### config.mk
export PLATFORM = sky130hd
export DESIGN_NAME = fifo_wr_arbiter
export DESIGN_NICKNAME = d
export VERILOG_FILES = /design/src/rtl/fifo_wr_arbiter.sv
export SDC_FILE = /design/constraint.sdc
export NUM_CORES = 1
export LEC_CHECK = 0
export BUFFER_PORTS_ARGS = -buffer_cell sky130_fd_sc_hd__buf_2
export CORE_ASPECT_RATIO = 1.25
export CORE_UTILIZATION = 37
export DETAILED_ROUTE_END_ITERATION = 7
export GPL_ROUTABILITY_DRIVEN = 0
export PLACE_DENSITY = 0.8
export SETUP_SLACK_MARGIN = 0.4
export SLEW_MARGIN = 15
export SYNTH_ARGS = -nofsm -noshare
export SYNTH_HDL_FRONTEND = slang
export SYNTH_SLANG_ARGS = --single-unit
### constraint.sdc
create_clock -name wr_clk -period 1.8 [get_ports wr_clk]
set_input_delay 0.09 -clock wr_clk [delete_from_list [all_inputs] [get_ports wr_clk]]
set_output_delay 0.09 -clock wr_clk [all_outputs]
set_load 0.01 [all_outputs]
### src/rtl/fifo_wr_arbiter.sv
// Round-robin arbiter sharing one FIFO write port among REQ_NUM requesters.
// Each grant is a burst of up to BURST_LEN words, throttled per word by fifo_full.
module fifo_wr_arbiter #(
  parameter int unsigned REQ_NUM    = 4,
  parameter int unsigned DATA_WIDTH = 16,
  parameter int unsigned BURST_LEN  = 4,
  parameter int unsigned CNT_WIDTH  = 4
) (
  input  logic                          wr_clk,
  input  logic                          wr_reset_n,
  input  logic [REQ_NUM-1:0]            req,
  input  logic [REQ_NUM*DATA_WIDTH-1:0] req_data,
  output logic [REQ_NUM-1:0]            ack,
  output logic [REQ_NUM-1:0]            grant,
  output logic                          busy,
  output logic                          fifo_wr_en,
  output logic [DATA_WIDTH-1:0]         fifo_wr_data,
  input  logic                          fifo_full,
  input  logic                          fifo_almost_full
);

  localparam int unsigned PTR_W = (REQ_NUM > 1) ? $clog2(REQ_NUM) : 1;

  typedef enum logic {
    IDLE  = 1'b0,
    BURST = 1'b1
  } state_e;

  state_e                 state_q, state_d;
  logic [REQ_NUM-1:0]     grant_q, grant_d;
  logic [CNT_WIDTH-1:0]   burst_cnt_q, burst_cnt_d;
  logic [PTR_W-1:0]       rr_ptr_q, rr_ptr_d;

  logic                   win_found;
  logic [PTR_W-1:0]       win_idx;
  logic [PTR_W-1:0]       cand;
  logic [DATA_WIDTH-1:0]  wr_data_c;

  // First requesting index at or above rr_ptr, wrapping modulo REQ_NUM
  always_comb begin
    win_found = 1'b0;
    win_idx   = '0;
    cand      = '0;
    for (int unsigned k = 0; k < REQ_NUM; k++) begin
      cand = PTR_W'((32'(rr_ptr_q) + k) % REQ_NUM);
      if (!win_found && req[cand]) begin
        win_found = 1'b1;
        win_idx   = cand;
      end
    end
  end

  always_comb begin
    wr_data_c = '0;
    for (int unsigned i = 0; i < REQ_NUM; i++) begin
      if (grant_q[i]) begin
        wr_data_c = wr_data_c | req_data[i*DATA_WIDTH +: DATA_WIDTH];
      end
    end
  end

  assign grant        = grant_q;
  assign busy         = (state_q == BURST);
  assign fifo_wr_en   = busy & (|(req & grant_q)) & ~fifo_full;
  assign ack          = fifo_wr_en ? grant_q : '0;
  assign fifo_wr_data = wr_data_c;

  always_comb begin
    state_d     = state_q;
    grant_d     = grant_q;
    burst_cnt_d = burst_cnt_q;
    rr_ptr_d    = rr_ptr_q;
    unique case (state_q)
      IDLE: begin
        if (win_found && !fifo_almost_full) begin
          state_d     = BURST;
          grant_d     = REQ_NUM'(1) << win_idx;
          burst_cnt_d = '0;
          rr_ptr_d    = PTR_W'((32'(win_idx) + 32'd1) % REQ_NUM);
        end
      end
      BURST: begin
        // A written last word takes priority over a simultaneous req drop
        if (fifo_wr_en) begin
          if (burst_cnt_q == CNT_WIDTH'(BURST_LEN - 1)) begin
            state_d     = IDLE;
            grant_d     = '0;
            burst_cnt_d = '0;
          end else begin
            burst_cnt_d = burst_cnt_q + CNT_WIDTH'(1);
          end
        end else if (!(|(req & grant_q))) begin
          state_d     = IDLE;
          grant_d     = '0;
          burst_cnt_d = '0;
        end
      end
      default: begin
        state_d = IDLE;
        grant_d = '0;
      end
    endcase
  end

  always_ff @(posedge wr_clk or negedge wr_reset_n) begin
    if (!wr_reset_n) begin
      state_q     <= IDLE;
      grant_q     <= '0;
      burst_cnt_q <= '0;
      rr_ptr_q    <= '0;
    end else begin
      state_q     <= state_d;
      grant_q     <= grant_d;
      burst_cnt_q <= burst_cnt_d;
      rr_ptr_q    <= rr_ptr_d;
    end
  end

endmodule

== Yosys cells after proc, flatten, opt, wreduce, memory -nomap -nowiden ==
Cells that the tools add are included.

* Register bits: 11
* Input port bits: 72
* Output and inout port bits: 26
* Word-level logic and storage cells: 73

* Add/sub/neg operators: 5
* $lt $le $gt $ge: 4
* Equal/unequal tests: 4
* Shift operators: 1
* Multiplexer cells: 35
* Bitwise logic cells: 8
* Reduce and logical (&&, ||, !) cells: 12

{| class="wikitable"
|+ Operators with widths
! kind !! number
|-
| 16-bit two-way mux || 4
|-
| 16-bit bitwise OR || 3
|-
| 4-bit two-way mux || 8
|-
| 4-bit one-hot mux with 2 select lines || 2
|-
| 2-bit by 3-bit less-than comparator with 1-bit output (second input constant) || 4
|-
| 1-bit two-way mux || 12
|-
| 1-bit binary-select mux with 2-bit select || 4
|-
| 2-bit two-way mux || 4
|-
| 2-bit by 1-bit adder with 2-bit output (second input constant) || 2
|-
| 2-bit adder (second input constant) || 2
|-
| 4-bit by 1-bit adder with 4-bit output (second input constant) || 1
|-
| 4-bit bitwise AND || 1
|-
| 4-bit by 2-bit equality test with 1-bit output (second input constant) || 1
|-
| 1-bit logical AND || 4
|-
| 1-bit logical NOT || 4
|-
| 2-bit AND reduction || 2
|-
| 4-bit OR reduction || 1
|-
| 1-bit by 2-bit left shift with 4-bit output (first input constant) || 1
|-
| 3-bit by 2-bit != test with 1-bit output (second input constant) || 1
|-
| 3-bit != test (second input constant) || 1
|-
| 3-bit AND reduction || 1
|-
| 1-bit bitwise AND || 2
|-
| 2-bit != test (second input constant) || 1
|-
| 1-bit inverter || 2
|-
| 1-bit one-hot mux with 2 select lines || 1
|}

== Longest topological paths before layout ==
Gate-level depths: netlist of the first run.

* Word-level depth: 15
* Mapped depth: 6
* Gate-level depth less buffers: 6

== Least setup slack after synthesis of the first run ==
OpenSTA, ideal clock, no wires.

* Path kind: reg2reg
* From: register rr_ptr_q[1]
* To: register grant_q[0], in the netlist grant[0]
* Setup time: 0.121 ns
* Arrival time: 1.493 ns
* Slack: 0.186 ns
* Stages on the path, launching flop included: 7
* Buffers on the path: 0
* Clock period less this slack: 1.614 ns
* Cells stage by stage: dfrtp_1 > nand2_1 > a21boi_0 > o221ai_1 > or2_2 > ha_1 > a22o_1

* Word-level cells in the longest chain between the ends: 15
* Elaborated cells on any way between the ends: 31
* Classes of those cells: 3 x add/sub; 1 x eq/ne; 1 x shift; 18 x mux; 8 x reduce/logical

{| class="wikitable"
|+ Ends and longest elaborated chain
! item !! RTL line !! text
|-
| from (decl) || 32 || <nowiki>logic [PTR_W-1:0] rr_ptr_q, rr_ptr_d;</nowiki>
|-
| from (signal assigned) || 115 || <nowiki>rr_ptr_q <= rr_ptr_d;</nowiki>
|-
| parallel branches: the longest is 15 deep, another holds 2-bit by 1-bit adder with 2-bit output || - ||
|-
| to (signal assigned) || 113 || <nowiki>grant_q <= grant_d;</nowiki>
|-
| to (decl) || 30 || <nowiki>logic [REQ_NUM-1:0] grant_q, grant_d;</nowiki>
|}

Parallel ways; which one is timed is not known. The select of a mux whose other input is x is not followed.
A chain may end at the register's enable or synchronous reset.

== Final worst setup path of the first run ==
* From: register grant_q[2], in the netlist grant[2]
* To: output ack[2]

* Word-level cells in the longest chain between the ends: 5

{| class="wikitable"
|+ Ends and longest elaborated chain
! item !! RTL line !! text
|-
| 4-bit bitwise AND || 64 || <nowiki>assign fifo_wr_en = busy & (|(req & grant_q)) & ~fifo_full;</nowiki>
|-
| 4-bit OR reduction || 64 ||
|-
| 1-bit bitwise AND (2 in a row) || 64 ||
|-
| 4-bit two-way mux * || 65 || <nowiki>assign ack = fifo_wr_en ? grant_q : '0;</nowiki>
|-
| to (decl) || 13 || <nowiki>output logic [REQ_NUM-1:0] ack,</nowiki>
|}

Mark *: on every way between the ends. The rest lies on a longest branch, timed or not.

==> out/results.ini, run 1 <==
[die]
die_w_um=49.87
design.portCount=98
placeableCoreArea_sq_mm=0.002706
die_area_sq_mm=0.003084
floorplan.die.height_um=61.84
initial_utilization_pct=39.16
rows=21

[grt]
globalRouteTotalUtil_pct=20.82
global_route_wire_length_before_repair_um=4905
number_of_antenna_violations_at_the_first_check_in_global_routing=0
globalRoute.totalOverflow=0
number_of_global_route_vias_before_repair=1122
grt_max_degree=20

[power]
cellLeakagePower_nw=1.035
power_per_cell_area_mw_per_mm2=1245
worst_ir_drop_vdd_v=0.0008814

[routing]
detail_route.vias_per_cell=5.459
wire_per_inst_um=14.55
drt_pre_antenna_iters=4
detailedRoute.firstIterationViolations=45
drc=0
routed-via-count=1463
wl_um=3899
postRouteAntennaNets=0

[worst_hold_path]
holdCritPathClass=in2reg
hold_path_origin=fifo_almost_full
worstHoldEndpoint=busy$_DFF_PN0_
worstHoldPathCells=3

[critical_path]
setup.worst_path.start=grant[2]$_DFFE_PN0P_
worstPathCellList=a22o_4 -> o21ai_4 -> nor2_4 -> and2_4 -> buf_6
critPathMaxFanout=6
critical_path.max_stage_delay_ps=440
reg2reg_slack_ps=220
worstSetupPathType=reg2out
cells_on_worst_reg2reg_path=5
worst_path_max_delay_cell=dfrtp_2
critPathArrivalTime_ps=1520
type_of_element_capturing_the_critical_path=primary output
worstReg2RegEnd=rr_ptr_q[1]$_DFFE_PN0P_
rr_startpoint=rr_ptr_q[0]$_DFFE_PN0P_
cp-start-kind=flip-flop
worstPathRequired_ps=1710

[placement]
estimated_wirelength_of_the_detail_placed_design_um=2534
port_buffer_count=97
detailed_place.area_sq_mm=0.001623

[clocking]
cts_buffers=3
clock_tree_from_tritoncts=built
cts_root_buf=clkbuf_4
cts_max_level=1
number_of_buffers_between_clock_root_and_the_deepest_sink=2
insertion_delay_ps=280
clock_transition_at_the_registers_of_the_reported_paths_ps=70
cts_sinks=11

[sta]
worst_clock_skew_ps=3.086
slew_headroom_pct=75.63
timing.final.hold_violations=0
timing.setup.tns_ps=0
final_period_minus_worst_setup_slack_ps=1614
timing.fmax_ghz=0.6195
unrepaired_setup_endpoints_after_global_routing=true
hold_slack_ps=188.7
timing.final.crit_share_pct=89.67
final_max_slew_viol_count=0
worst_max_slew_pin_slew_ps=365.5
finalSetupViolCount=0

[synthesis]
ys.warnings.count=0
synth_largest_type_area_fraction_pct=25.97
synth_top_cells_by_area=dfrtp_1, a22oi_1, nand2_1
syn_avg_cell_area_sq_um=8.831
ys_ff_latch=11
synth_seq_area_share_pct=25.97
synthCells=120
synth_nets=197
syn_area_sq_mm=0.001060
ys_types=33
post-synth-top-area-cell=dfrtp_1

[layout]
layout_commonest_cell=buf_2
postLayoutCellArea_sq_mm=0.002002
layout-drive-gt1-share_pct=70.51
fill_cells=215
antenna_cells_inserted=0
final_cell_mix=buf_2, nand2_1, a22oi_2, a22oi_1, buf_6
syn_to_final_growth_pct=88.90
nNetsFinal=312

[job]
cap_viol_max_count=0

[status]
run_status=finished, final reports clean

-- cells in the mapped netlist --
library cell,n
nor3_4,1
and3_1,1
nor2_1,1
mux2_2,2
buf_2,2
a32o_1,1
buf_1,1
nand2b_1,1
nand2_1,20
buf_6,1
or2_2,1
buf_4,1
o221ai_1,1
o22ai_2,1
a22o_4,1
nor2_2,2
clkbuf_1,3
a21boi_0,2
o21ai_4,1
inv_1,3
dfrtp_1,11
a21oi_1,1
nor2b_1,2
o22a_1,2
o22ai_1,4
a22o_1,7
and4_1,1
a22oi_1,32
ha_1,5
and2_1,5
nor4_4,1
o21bai_1,1
o211ai_1,1
-- sequential cells by signal, summed over array words and instances (netlist names) --
signal	cells
burst_cnt_q	4
grant	4
rr_ptr_q	2
busy	1
-- worst max path at each step --
stage,to,slack (ps),depth (start not counted)
after floorplan,rr_ptr_q[1]$_DFFE_PN0P_,270,6
final,ack[2],190,5
after CTS,ack[2],240,5
after global placement,rr_ptr_q[1]$_DFFE_PN0P_,210,6
after detailed placement,rr_ptr_q[1]$_DFFE_PN0P_,160,6
after global routing,ack[2],140,5
-- stage by stage --
step                setup WS, ps  utilization (%)  std cells  power (mW)
floorplan                  272.1                -        120       1.358
global placement           206.6            59.96        248       1.816
detailed placement         163.3            59.96        248       1.837
CTS                        238.0            63.94        258       2.089
global route               137.0            73.97        268       2.684
finish                     185.9            73.97        268       2.493
-- where the power goes --
part / switching (mW) / internal [mW]
logic: 0.894 / 0.986
clock network: 0.0868 / 0.0861
registers: 0.113 / 0.327
total: 1.09 / 1.40
-- area by class of cell --
class	instances	area (sq um)	area share [%]
sequential	11	279.0	13.94
tap	34	42.54	2.125
multi-input combinational	98	875.8	43.75
inverter	3	11.26	0.5625
clock buffer	4	26.28	1.313
timing repair buffer	118	767.0	38.31
-- critical path: cells and delay by family, from the launching register on --
kind | cells | cell delay [ps]
compound gates | 2 | 450
flops | 1 | 440
simple gates | 2 | 240
buf+inv | 1 | 110
-- cells by family after synthesis --
| family | share of synthesized area (%) |
|---|---|
| multiplexers | 2.125 |
| flip-flops | 25.97 |
| buffers and inverters | 5.195 |
| AND/OR/NAND/NOR | 18.89 |
| AO/OA/AOI/OAI | 41.91 |
| adder cells (fa/ha/maj) | 5.903 |
-- what timing repair did --
item / 4_1_cts / 5_1_grt
endpoints found under the hold margin: 11 / 0
cloned: 0 / 4
setup buffers: 5 / 6
hold buffers: 1 / 0
gates resized for setup: 9 / 36
pin swaps: 6 / 9
endpoints found under the setup margin: 10 / 30
-- metal layers --
| layer | global-route usage [%] | part of all wire (%) |
|---|---|---|
| met1 | 26.15 | 39 |
| met2 | 35.71 | 55 |
| met3 | 2.920 | 5.3 |
| met4 | 9.796 | 0.72 |
| met5 | 0 | 0 |
Power figures use the tool's default switching activity.
==> inputs of run 2 (changes only) <==
--- a/config.mk
+++ b/config.mk
@@ -7,6 +7,7 @@
 export LEC_CHECK = 0
 export BUFFER_PORTS_ARGS = -buffer_cell sky130_fd_sc_hd__buf_2
 export CORE_ASPECT_RATIO = 1.25
+export CORE_MARGIN = 1.5
 export CORE_UTILIZATION = 37
 export DETAILED_ROUTE_END_ITERATION = 7
 export GPL_ROUTABILITY_DRIVEN = 0
==> constraint.sdc (replaced) <==
create_clock -name wr_clk -period 1.5 [get_ports wr_clk]
set_input_delay 0.075 -clock wr_clk [delete_from_list [all_inputs] [get_ports wr_clk]]
set_output_delay 0.075 -clock wr_clk [all_outputs]
set_load 0.01 [all_outputs]
==> run 2 against run 1 <==
The run now ends with setup timing left. Clock-buffer cell count is the same. Register-to-register slack worse by 350 ps. Critical path depth up 1. Sequential power is 27% higher. Sequential share of layout area decreased by 1.7 points. Clock power up 26%. Wire length grew 25%. Combinational power increased by 55%. Worst hold slack got worse by 14 ps. Final area grew 15%. Non-clock buffer count rose by 13.
==> out/results.ini, run 2 (synthesis gave the netlist of run 1 again) <==
[status]
run_status=finished, violations left  ; was finished, final reports clean
failed_checks=setup timing

[routing]
detailedRoute.firstIterationViolations=44  ; was 45
wl_um=4890  ; was 3899 um
postRouteAntennaNets=0  ; unchanged
wire_per_inst_um=17.40  ; was 14.55 um
detail_route.vias_per_cell=5.594  ; was 5.459
drc=0  ; unchanged
routed-via-count=1572  ; was 1463
drt_pre_antenna_iters=4  ; unchanged

[layout]
layout-drive-gt1-share_pct=76.52  ; was 70.51%
syn_to_final_growth_pct=117.0  ; was 88.90%
multiInputGateArea_sq_um=959.7  ; was 875.8 sq um
post-route-util_pct=84.97  ; was 73.97%
layout_commonest_cell=buf_2  ; unchanged
fill_cells=153  ; was 215
instances_no_fill=281  ; was 268
layout.area.seq_sq_um=281.5  ; was 279.0 sq um
antenna_cells_inserted=0  ; unchanged
nNetsFinal=325  ; was 312
final_cell_mix=buf_2, a22oi_2, nand2_1, buf_6, buf_4  ; was buf_2, nand2_1, a22oi_2, a22oi_1, buf_6

[sta]
timing.fmax_ghz=0.6137
slew_headroom_pct=76.19  ; was 75.63%
final_max_slew_viol_count=0  ; unchanged
timing.final.crit_share_pct=108.6
worst_max_slew_pin_slew_ps=356.8  ; was 365.5 ps
worst_clock_skew_ps=14.26  ; was 3.086 ps
hold_slack_ps=174.5  ; was 188.7 ps
timing.final.hold_violations=0  ; unchanged
post-route-worst-setup-slack_ps=-129.5  ; was 185.9 ps
unrepaired_setup_endpoints_after_global_routing=true  ; unchanged
finalSetupViolCount=8  ; was 0
final_period_minus_worst_setup_slack_ps=1630

[job]
cap_viol_max_count=0  ; unchanged

[power]
netSwitchingFraction_pct=42.68  ; was 43.86%
share_comb_of_total_power_pct=79.0  ; was 75.4%
power_per_cell_area_mw_per_mm2=1606  ; was 1245 mW/mm^2
p_int_mw=2.117  ; was 1.399 mW
clock_network_power_share_pct=5.9  ; was 6.9%
seq_power_share_pct=15.1  ; was 17.6%
cellLeakagePower_nw=1.140  ; was 1.035 nW
total_design_power_mw=3.694  ; was 2.493 mW
worst_ir_drop_vdd_v=0.001354  ; was 0.0008814 V
switchingPower_mw=1.576  ; was 1.093 mW

[critical_path]
type_of_element_capturing_the_critical_path=flip-flop  ; was primary output
critPathArrivalTime_ps=1790  ; was 1520 ps
worstPathRequired_ps=1660  ; was 1710 ps
worstSetupPathType=reg2reg  ; was reg2out
cp-start-kind=flip-flop  ; unchanged
critPathMaxFanout=4  ; was 6

[grt]
globalRouteTotalUtil_pct=22.73  ; was 20.82%
grt_use_met3_pct=2.392  ; was 2.920%
most_used_routing_layer_in_global_routing=met2  ; unchanged
global_route.usage.met2_pct=39.80  ; was 35.71%
number_of_antenna_violations_at_the_first_check_in_global_routing=0  ; unchanged
globalRoute.totalOverflow=0  ; unchanged
global_route_wire_length_before_repair_um=5754  ; was 4905 um
grt_max_degree=20  ; unchanged
grt_use_met1_pct=29.23  ; was 26.15%
number_of_global_route_vias_before_repair=1280  ; was 1122

[clocking]
clock_tree_from_tritoncts=built  ; unchanged
cts_max_level=1  ; unchanged
cts_root_buf=clkbuf_4  ; unchanged
number_of_buffers_between_clock_root_and_the_deepest_sink=2  ; unchanged
cts_buffers=3  ; unchanged
insertion_delay_ps=290  ; was 280 ps
clock_transition_at_the_registers_of_the_reported_paths_ps=80  ; was 70 ps
cts_sinks=11  ; unchanged

[placement]
port_buffer_count=97  ; unchanged
place.detailed.instances=251  ; was 248
estimated_wirelength_of_the_detail_placed_design_um=2701  ; was 2534 um

[die]
die_area_sq_mm=0.003196  ; was 0.003084 sq mm
rows=21  ; unchanged
die_w_um=50.87  ; was 49.87 um
design.portCount=98  ; unchanged
placeableCoreArea_sq_mm=0.002706  ; unchanged
initial_utilization_pct=39.16  ; unchanged
floorplan.die.height_um=62.84  ; was 61.84 um

[worst_hold_path]
holdCritPathClass=in2async  ; was in2reg

==> run 2: final timing paths <==
kind	startpoint	endpoint	slack (ps)	cells past startpoint
max in group asynchronous	wr_reset_n	grant[0]$_DFFE_PN0P_	1080	2
hold / removal	wr_reset_n	burst_cnt_q[3]$_DFFE_PN0P_	170	2
min in group wr_clk	fifo_almost_full	rr_ptr_q[1]$_DFFE_PN0P_	190	3
hold reg to reg	burst_cnt_q[2]$_DFFE_PN0P_	burst_cnt_q[2]$_DFFE_PN0P_	540	1
setup reg to reg	rr_ptr_q[1]$_DFFE_PN0P_	rr_ptr_q[1]$_DFFE_PN0P_	-130	6
setup / recovery	rr_ptr_q[1]$_DFFE_PN0P_	rr_ptr_q[1]$_DFFE_PN0P_	-130	6
==> run 2: per-layer routing <==
metal	vias up	share of wire (%)
met1	755	40
met2	80	53
met5	-	0
met3	9	5.9
li1	728	-
met4	0	1.2
==> run 2: layout make-up <==
class	count	share of cell area (%)
timing repair buffer	131	42.55
multi-input combinational	98	41.73
sequential	11	12.24
tap	34	1.850
clock buffer	4	1.143
inverter	3	0.4897
==> run 2: worst max-delay path, stage by stage, from the launching register on <==
cell and delay (ps):
dfrtp_1 390, nand2_1 80, a21boi_2 160, o221ai_2 260
nor2_2 90, ha_1 280, mux2_4 250
==> run 2: what timing repair did <==
item | in CTS | in global routing
hold buffers | 1 | 0
endpoints found under the setup margin | 36 | 36
cloned | 0 | 9
hold endpoints to repair | 11 | 0
buffers inserted | 5 | 11
gates resized for setup | 19 | 52
pin swaps | 11 | 14
==> run 2: metrics by stage <==
step                      area, sq um  setup TNS [ps]  setup WS [ps]
after floorplan                  1111          -27.87         -27.87
after detailed placement         1647          -173.7         -113.5
after global placement           1647          -50.35         -50.35
final                            2300          -802.5         -129.5
after global routing             2300           -1367         -210.0
after CTS                        1805          -249.8         -77.87
==> run 2: power by group through the flow <==
stage / Clock [mW] / Sequential [mW] / Combinational, mW
after floorplan: 0 / 0.519 / 1.12
after global placement: 0 / 0.493 / 1.74
after detailed placement: 0 / 0.497 / 1.78
after CTS: 0.209 / 0.501 / 1.91
after global routing: 0.227 / 0.569 / 3.09
final: 0.218 / 0.556 / 2.92
